==> src/rtl/input_debounce.sv <==
// Two-flop synchronizer plus stability FSM; emits debounced level and edge pulses.
// Latency: a/rise/fall update STABLE_CYCLES+1 edges after the first edge that captures a raw change.
// No backpressure: enable=0 aborts any pending qualification and freezes the level.
module input_debounce #(
    parameter int STABLE_CYCLES = 4,
    parameter int CNT_W         = 8
) (
    input  logic clock,
    input  logic reset,
    input  logic raw,
    input  logic enable,
    output logic a,
    output logic rise,
    output logic fall,
    output logic busy
);

    typedef enum logic [1:0] {
        LOW      = 2'd0,
        CHK_HIGH = 2'd1,
        HIGH     = 2'd2,
        CHK_LOW  = 2'd3
    } state_t;

    localparam logic [CNT_W-1:0] CNT_LAST = CNT_W'(STABLE_CYCLES - 1);
    localparam logic [CNT_W-1:0] CNT_ONE  = CNT_W'(1);
    localparam bit               SINGLE   = (STABLE_CYCLES == 1);

    logic             s1;
    logic             s_raw;
    state_t           state;
    state_t           next_state;
    logic [CNT_W-1:0] cnt;
    logic [CNT_W-1:0] cnt_nxt;
    logic             a_nxt;
    logic             rise_nxt;
    logic             fall_nxt;
    logic             busy_nxt;

    always_ff @(posedge clock or negedge reset) begin
        if (!reset) begin
            s1    <= 1'b0;
            s_raw <= 1'b0;
        end else begin
            s1    <= raw;
            s_raw <= s1;
        end
    end

    always_ff @(posedge clock or negedge reset) begin
        if (!reset) begin
            state <= LOW;
            cnt   <= '0;
        end else begin
            state <= next_state;
            cnt   <= cnt_nxt;
        end
    end

    always_comb begin
        next_state = state;
        cnt_nxt    = cnt;
        case (state)
            LOW: begin
                if (enable && s_raw) begin
                    if (SINGLE) begin
                        next_state = HIGH;
                    end else begin
                        next_state = CHK_HIGH;
                        cnt_nxt    = CNT_ONE;
                    end
                end
            end
            CHK_HIGH: begin
                if (!enable || !s_raw) begin
                    next_state = LOW;
                    cnt_nxt    = '0;
                end else if (cnt == CNT_LAST) begin
                    next_state = HIGH;
                    cnt_nxt    = '0;
                end else begin
                    cnt_nxt = cnt + CNT_ONE;
                end
            end
            HIGH: begin
                if (enable && !s_raw) begin
                    if (SINGLE) begin
                        next_state = LOW;
                    end else begin
                        next_state = CHK_LOW;
                        cnt_nxt    = CNT_ONE;
                    end
                end
            end
            CHK_LOW: begin
                if (!enable || s_raw) begin
                    next_state = HIGH;
                    cnt_nxt    = '0;
                end else if (cnt == CNT_LAST) begin
                    next_state = LOW;
                    cnt_nxt    = '0;
                end else begin
                    cnt_nxt = cnt + CNT_ONE;
                end
            end
            default: begin
                next_state = LOW;
                cnt_nxt    = '0;
            end
        endcase
    end

    // Outputs are registered from the next state so they line up with the state change.
    always_comb begin
        a_nxt    = (next_state == HIGH) || (next_state == CHK_LOW);
        busy_nxt = (next_state == CHK_HIGH) || (next_state == CHK_LOW);
        rise_nxt = (next_state == HIGH) && ((state == LOW) || (state == CHK_HIGH));
        fall_nxt = (next_state == LOW) && ((state == HIGH) || (state == CHK_LOW));
    end

    always_ff @(posedge clock or negedge reset) begin
        if (!reset) begin
            a    <= 1'b0;
            rise <= 1'b0;
            fall <= 1'b0;
            busy <= 1'b0;
        end else begin
            a    <= a_nxt;
            rise <= rise_nxt;
            fall <= fall_nxt;
            busy <= busy_nxt;
        end
    end

endmodule

==> config.mk <==
export PLATFORM = sky130hd
export DESIGN_NAME = input_debounce
export DESIGN_NICKNAME = d
export VERILOG_FILES = /design/src/rtl/input_debounce.sv
export SDC_FILE = /design/constraint.sdc
export NUM_CORES = 1
export LEC_CHECK = 0
export BUFFER_PORTS_ARGS = -buffer_cell sky130_fd_sc_hd__buf_2
export CAP_MARGIN = 20
export CORE_UTILIZATION = 54
export DETAILED_ROUTE_END_ITERATION = 10
export PLACE_DENSITY = 0.72
export SLEW_MARGIN = 20
export SYNTH_ARGS = -nofsm -noshare
export SYNTH_HDL_FRONTEND = slang
export SYNTH_SLANG_ARGS = --single-unit
==> constraint.sdc <==
create_clock -name clock -period 2.2 [get_ports clock]
set_input_delay 0.22 -clock clock [delete_from_list [all_inputs] [get_ports clock]]
set_output_delay 0.22 -clock clock [all_outputs]
set_load 0.005 [all_outputs]
==> reports/results.tsv, run 1 <==
stage	metric	value	unit
outcome	status	completed	
setup_path	cp_max_fo	9	
layout	seq_area	400	um2
yosys	synth.cell_area	732	um2
yosys	syn_area_per_cell	11.6	um2
routing	route.antenna.remaining_nets	0	
layout	multiInputGateArea	320	um2
yosys	synthCells	63	
layout	area_growth	12.0	%
yosys	yosysTopAreaCell	dfrtp_1	
timing	hold_viol_final	0	
clock_network	clock_latency	0.30	ns
global_route	grt_pass1_wl	1.93	mm
die	core	1190	um2
yosys	synthDistinctLibCells	25	
yosys	synth-seq-cells	16	
routing	wl	1.22	mm
clock_network	cts_tree	built	
setup_path	startpoint_type	register	
timing	worstMarginPinSlew	0.483	ns
routing	routedWlPerCell	13.9	um
placement	post-place-cells	83	
die	die_width	38.8	um
yosys	synthTopCellsByArea	dfrtp_1 55%, mux2_2 4.6%, a221o_2 3.1%, nand2_1 3.1%, a21oi_1 2.7%	
yosys	synth_edf_count	0	
clock_network	post_cts_buffers	0	
layout	antennaDiodeCount	0	
yosys	syn_nets	68	
global_route	grt_max_degree	17	
yosys	netlist_top_cells_count	16 x dfrtp_1, 6 x nand2_1, 4 x a21oi_1, 4 x nor2_1, 4 x nor3_1	
yosys	synth_warnings	0	
die	row_count	12	
global_route	grt_util_met1	28.9	%
clock_network	cts_buffer_depth	2	
placement	port_buffers	7	
timing	rsz0062_at_grt	false	
routing	drc_errors	0	
die	start_util	61.7	%
layout	layout.cells.non_filler	88	
layout	nets	80	
setup_path	arrival	1.97	ns
routing	drtIter0Drc	18	
clock_network	cts_root_buf	clkbuf_4	
flow_run	drv_cap	0	
yosys	synth_top_area_share	54.7	%
timing	post-route-period-util	81.0	%
setup_path	cp.required	2.39	ns
yosys	async_flop_share	100	%
layout	n_fill_cell	82	
global_route	gr-usage-met2	26.7	%
clock_network	h-tree-depth	1	
timing	finalSetupViolCount	0	
die	die-area	1510	um2
min_path	hp-class	primary input to register	
clock_network	clk_pin_slew	0.10	ns
timing	setup_tns	0	ns
timing	period_needed	1.78	ns
placement	gp_congestion	0.879	
layout	drive_above_1_share	25.7	%
yosys	yosysSeqAreaShare	54.7	%
pwr	p_leak	0.382	nW
clock_network	clock_sinks	16	
clock_network	cts_buffers	3	
global_route	overflow	0	
yosys	ys.flop_type	dfrtp_1	
pwr	p_per_area	802	nW/um2
timing	slew_headroom	67.8	%
global_route	first_global_vias	414	
timing	clock.fmax	0.561	GHz
pwr	peakVddDrop	464	uV
die	die_h	38.8	um
timing	finClkSkew	0.00419	ns
timing	slew_viol_final	0	
placement	dpl.hpwl	828	um
routing	vias_per_cell	5.82	
global_route	antenna_found_initial	0	
global_route	grt-busiest-layer	met1	
setup_path	r2r_cells	5	
min_path	hold_depth	1	
routing	vias	512	
global_route	gr-usage-all-layers	19.5	%
die	pin_count	8	
routing	firstDrtPassIters	4	
global_route	use_met3	5.20	%
setup_path	endpoint_kind	register	
yosys	yosys.cell_count.top_type	dfrtp_1	
setup_path	worstSetupPathType	register to register	
[power by group]
part | switching, mW | leakage [nW] | internal [mW] | total (mW)
logic | 0.0575 | 0.147 | 0.0471 | 0.105
registers | 0.0280 | 0.214 | 0.324 | 0.352
clock network | 0.0992 | 0.0210 | 0.101 | 0.200
total | 0.185 | 0.382 | 0.472 | 0.657
[path summary, 6_finish.rpt]
check / startpoint / endpoint / slack (ns)
setup / recovery: cnt[0] / cnt[2] / 0.42
max in group asynchronous: reset / s_raw / 1.61
setup reg to reg: cnt[0] / cnt[2] / 0.42
hold / removal: raw / s1 / 0.03
hold reg to reg: s1 / s_raw / 0.36
min in group asynchronous: reset / busy / 0.34
[state kept, by name, indices dropped and copies added, names as in the netlist]
name,flops
a,1
busy,1
rise,1
state,2
cnt,8
s1,1
s_raw,1
fall,1
[final cells by class]
class | instances | area share, %
Sequential cell | 16 | 48.9
Tap cell | 14 | 2.14
Timing Repair Buffer | 8 | 5.50
Clock buffer | 4 | 4.43
Multi-Input combinational cell | 46 | 39.1
[stage by stage]
step	hold WS [ns]	power [mW]	area [um2]	worst slack, ns	util (%)
2_1_floorplan	-0.0756	0.432	732	0.655	-
3_3_place_gp	0.138	0.456	773	0.487	65.2
3_5_place_dp	0.147	0.462	773	0.439	65.2
4_1_cts	0.0210	0.660	820	0.424	69.1
5_1_grt	0.0197	0.687	820	0.303	69.1
6_report	0.0269	0.657	820	0.418	69.1
[cells by family (layout without fill, tap and decap cells)]
kind of cell	count (synthesis)	in the layout	share of synthesized area, %
buffers and inverters	1	12	1.54
AOI/OAI and AO/OA	13	13	13.0
and+or+nand+nor	26	26	20.9
DFF	16	16	54.7
adders and majority gates	1	1	1.71
muxes	3	3	4.62
xor gates and xnor gates	3	3	3.59
[cells in the final DEF, fill, tap and decap left out]
| master | count |
|---|---|
| clkbuf_8 | 1 |
| nand3_4 | 1 |
| xor2_1 | 2 |
| clkbuf_4 | 3 |
| a22o_1 | 2 |
| dlygate4sd3_1 | 1 |
| nor3b_1 | 2 |
| nand2_1 | 6 |
| and3_1 | 1 |
| a221o_2 | 2 |
| dfrtp_1 | 16 |
| buf_2 | 7 |
| a211oi_1 | 1 |
| a21o_1 | 1 |
| nor2_2 | 1 |
| ha_1 | 1 |
| nand3b_1 | 1 |
| nor2_1 | 4 |
| nor2b_1 | 1 |
| mux2_2 | 3 |
| xnor2_1 | 1 |
| nand3_1 | 3 |
| nor3_1 | 4 |
| nor4b_2 | 1 |
| a21oi_1 | 4 |
| or3_1 | 1 |
| o21ai_0 | 2 |
| a221o_1 | 1 |
[layer usage]
layer  part of all wire [%]  vias to the layer above
li1                       -                      254
met1                     48                      228
met2                     41                       26
met3                    8.7                        4
met4                    2.2                        0
met5                      0                        -
[what timing repair did]
item	4_1_cts	5_1_grt
endpoints found under the hold margin	16	0
hold buffers	1	0
gates resized for setup	0	0
[critical path: stages, from the launching register on]
cell and delay [ns]:
dfrtp_1 0.39, ha_1 0.21, nor2b_1 0.17, and3_1 0.43, nor2_2 0.14, a221o_2 0.34
Power figures use the tool's default switching activity.
==> inputs of run 2 (changes only) <==
--- a/config.mk
+++ b/config.mk
@@ -7,9 +7,9 @@
 export LEC_CHECK = 0
 export BUFFER_PORTS_ARGS = -buffer_cell sky130_fd_sc_hd__buf_2
 export CAP_MARGIN = 20
-export CORE_UTILIZATION = 54
+export CORE_UTILIZATION = 49
 export DETAILED_ROUTE_END_ITERATION = 10
-export PLACE_DENSITY = 0.72
+export PLACE_DENSITY = 0.69
 export SLEW_MARGIN = 20
 export SYNTH_ARGS = -nofsm -noshare
 export SYNTH_HDL_FRONTEND = slang
==> constraint.sdc (replaced) <==
create_clock -name clock -period 1.6 [get_ports clock]
set_input_delay 0.16 -clock clock [delete_from_list [all_inputs] [get_ports clock]]
set_output_delay 0.16 -clock clock [all_outputs]
set_load 0.005 [all_outputs]
==> reports/results.tsv, run 2 (same netlist as run 1, synthesis figures left out) <==
stage	metric	value	unit	change
routing	wl	1.30	mm	+6.1%
routing	drc_errors	0		unchanged
placement	dpl.hpwl	996	um	+20%
routing	met3_length	61	um	-42%
setup_path	r2r_end	state[1]		
pwr	switching_share	25.9	%	-2.2 points
timing	period_needed	1.51	ns	-0.276 ns
die	pin_count	8		unchanged
die	die_h	40.7	um	+4.7%
pwr	intPower	690	uW	+46%
layout	antennaDiodeCount	0		unchanged
clock_network	clock_sinks	16		unchanged
layout	reg_top3	cnt (8), state (2)		
layout	seq_area	400	um2	unchanged
layout	nets	89		+11%
timing	hold_viol_final	0		unchanged
routing	drtIter0Drc	17		-1
timing	slew_viol_final	0		unchanged
timing	hold_slack	0.176	ns	+0.149 ns
clock_network	cts_root_buf	clkbuf_4		
timing	post-route-period-util	94.1	%	+13 points
global_route	first_global_vias	479		+16%
setup_path	cp_max_fo	7		-2
pwr	power	931	uW	+42%
setup_path	arrival	1.68	ns	-0.29 ns
layout	n_fill_cell	105		+28%
global_route	grt_max_degree	17		unchanged
pwr	p_sw	241	uW	+31%
timing	finClkSkew	0.00480	ns	+0.000619 ns
placement	post-place-cells	92		+11%
routing	routedWlPerCell	13.2	um	-4.7%
flow_run	drv_cap	0		unchanged
timing	worstMarginPinSlew	0.501	ns	+0.0180 ns
pwr	p_per_area	1040	nW/um2	+29%
clock_network	clk_pin_slew	0.08	ns	-0.02 ns
layout	regMostFlops	cnt		
routing	vias	525		+2.5%
setup_path	startpoint_type	register		
clock_network	cts_tree	built		
timing	rsz0062_at_grt	false		
setup_path	endpoint_kind	register		
die	row_count	13		+1
layout	layout.cells.non_filler	98		+11%
clock_network	h-tree-depth	1		unchanged
setup_path	worstSetupPathType	register to register		
timing	finalSetupViolCount	0		unchanged
setup_path	r2r_cells	5		unchanged
clock_network	post_cts_buffers	0		unchanged
placement	port_buffers	7		unchanged
routing	dr_wl_met2	584	um	+17%
layout	fin_util	66.5	%	-2.5 points
layout	layout_commonest_cell	dfrtp_1		
setup_path	r2r_setup_slack	0.09	ns	-0.32 ns
layout	area_growth	22.7	%	
die	start_util	54.2	%	-7.5 points
layout	largest_reg_flops	8		unchanged
placement	place_ws	-0.0349	ns	-0.474 ns
routing	vias_per_cell	5.36		-7.9%
die	die_width	40.7	um	+4.7%
timing	clock.fmax	0.664	GHz	+18%
timing	layout_setup_ws	0.0944	ns	-0.324 ns
setup_path	cp.required	1.77	ns	-0.62 ns
global_route	gr-usage-all-layers	20.5	%	+0.97 points
setup_path	crit_end	state[1]		
clock_network	cts_buffer_depth	2		unchanged
die	die-area	1650	um2	+9.7%
global_route	overflow	0		unchanged
pwr	clockPowerShare	26.9	%	-3.6 points
setup_path	reg2reg_from	cnt[0]		
global_route	grt_pass1_wl	2.08	mm	+7.5%
routing	route.antenna.remaining_nets	0		unchanged
global_route	antenna_found_initial	0		unchanged
placement	gp_congestion	0.868		-1.2%
routing	top_layer_used	met4		
min_path	hp-class	primary input to register		
layout	multiInputGateArea	328	um2	+2.3%
pwr	p_leak	0.427	nW	+12%
min_path	min_from	enable		
pwr	peakVddDrop	821	uV	+77%
pwr	seqPwrFrac	50.8	%	-2.8 points
setup_path	setup.worst_path.start	cnt[0]		
clock_network	clock_latency	0.28	ns	-0.02 ns
clock_network	cts_buffers	3		unchanged
layout	drive_above_1_share	34.9	%	+9.3 points
die	core	1350	um2	+14%
pwr	p_comb_share	22.3	%	+6.4 points
routing	wl_met1	632	um	+7.5%
timing	slew_headroom	66.6	%	-1.2 points
routing	firstDrtPassIters	4		unchanged
outcome	status	completed		
layout	final_cell_mix	16 x dfrtp_1, 8 x buf_4, 7 x buf_2, 6 x nand2_1		
[run 2: cell count changes in the layout (fill, tap and decap cells not counted), sizes merged]
cell,delta
buf,+8
dlygate4sd3,+1
[run 2: timing repair]
item	4_1_cts	5_1_grt
endpoints found under the hold margin	17	0
pin swaps	0	1
gates resized for setup	1	2
hold buffers	2	0
endpoints found under the setup margin	3	6
[run 2: layer usage]
layer,vias to the layer above,track usage [%]
met3,4,9.78
met2,10,30.2
li1,276,-
met1,235,26.0
met5,-,0
met4,0,7.50
[run 2: worst min-delay path by stage]
stage | endpoint | slack [ns] | cells after the start
after floorplan | a | -0.14 | 0
after global placement | fall | 0.08 | 1
after detailed placement | a | 0.08 | 1
after CTS | rise | 0.17 | 3
after global routing | rise | 0.18 | 3
final | rise | 0.18 | 3
[run 2: critical path: stages (launching register included)]
cell     delay (ns)
dfrtp_1        0.39
ha_1           0.21
nor2b_2        0.16
and3_4         0.20
nand3_4        0.10
mux2_2         0.34
[run 2: power groups by stage]
stage | Combinational [mW] | Clock [mW] | Sequential [mW]
after floorplan | 0.106 | 0 | 0.488
after CTS | 0.206 | 0.263 | 0.473
final | 0.208 | 0.250 | 0.473
after global routing | 0.232 | 0.281 | 0.481
after detailed placement | 0.201 | 0 | 0.480
after global placement | 0.196 | 0 | 0.478
[run 2: area by class of cell]
| type | count | share of cell area [%] |
|---|---|---|
| flip-flops and latches | 16 | 44.6 |
| multi-input cells | 46 | 36.5 |
| repair buffers | 17 | 12.8 |
| well taps | 15 | 2.09 |
| clock buffers | 4 | 4.04 |
[run 2: per-stage QoR]
| stage | cell area (um2) | setup TNS, ns |
|---|---|---|
| final | 898 | 0 |
| after global routing | 898 | 0 |
| after CTS | 892 | 0 |
| after detailed placement | 835 | -0.0693 |
| after global placement | 835 | 0 |
| after floorplan | 732 | 0 |
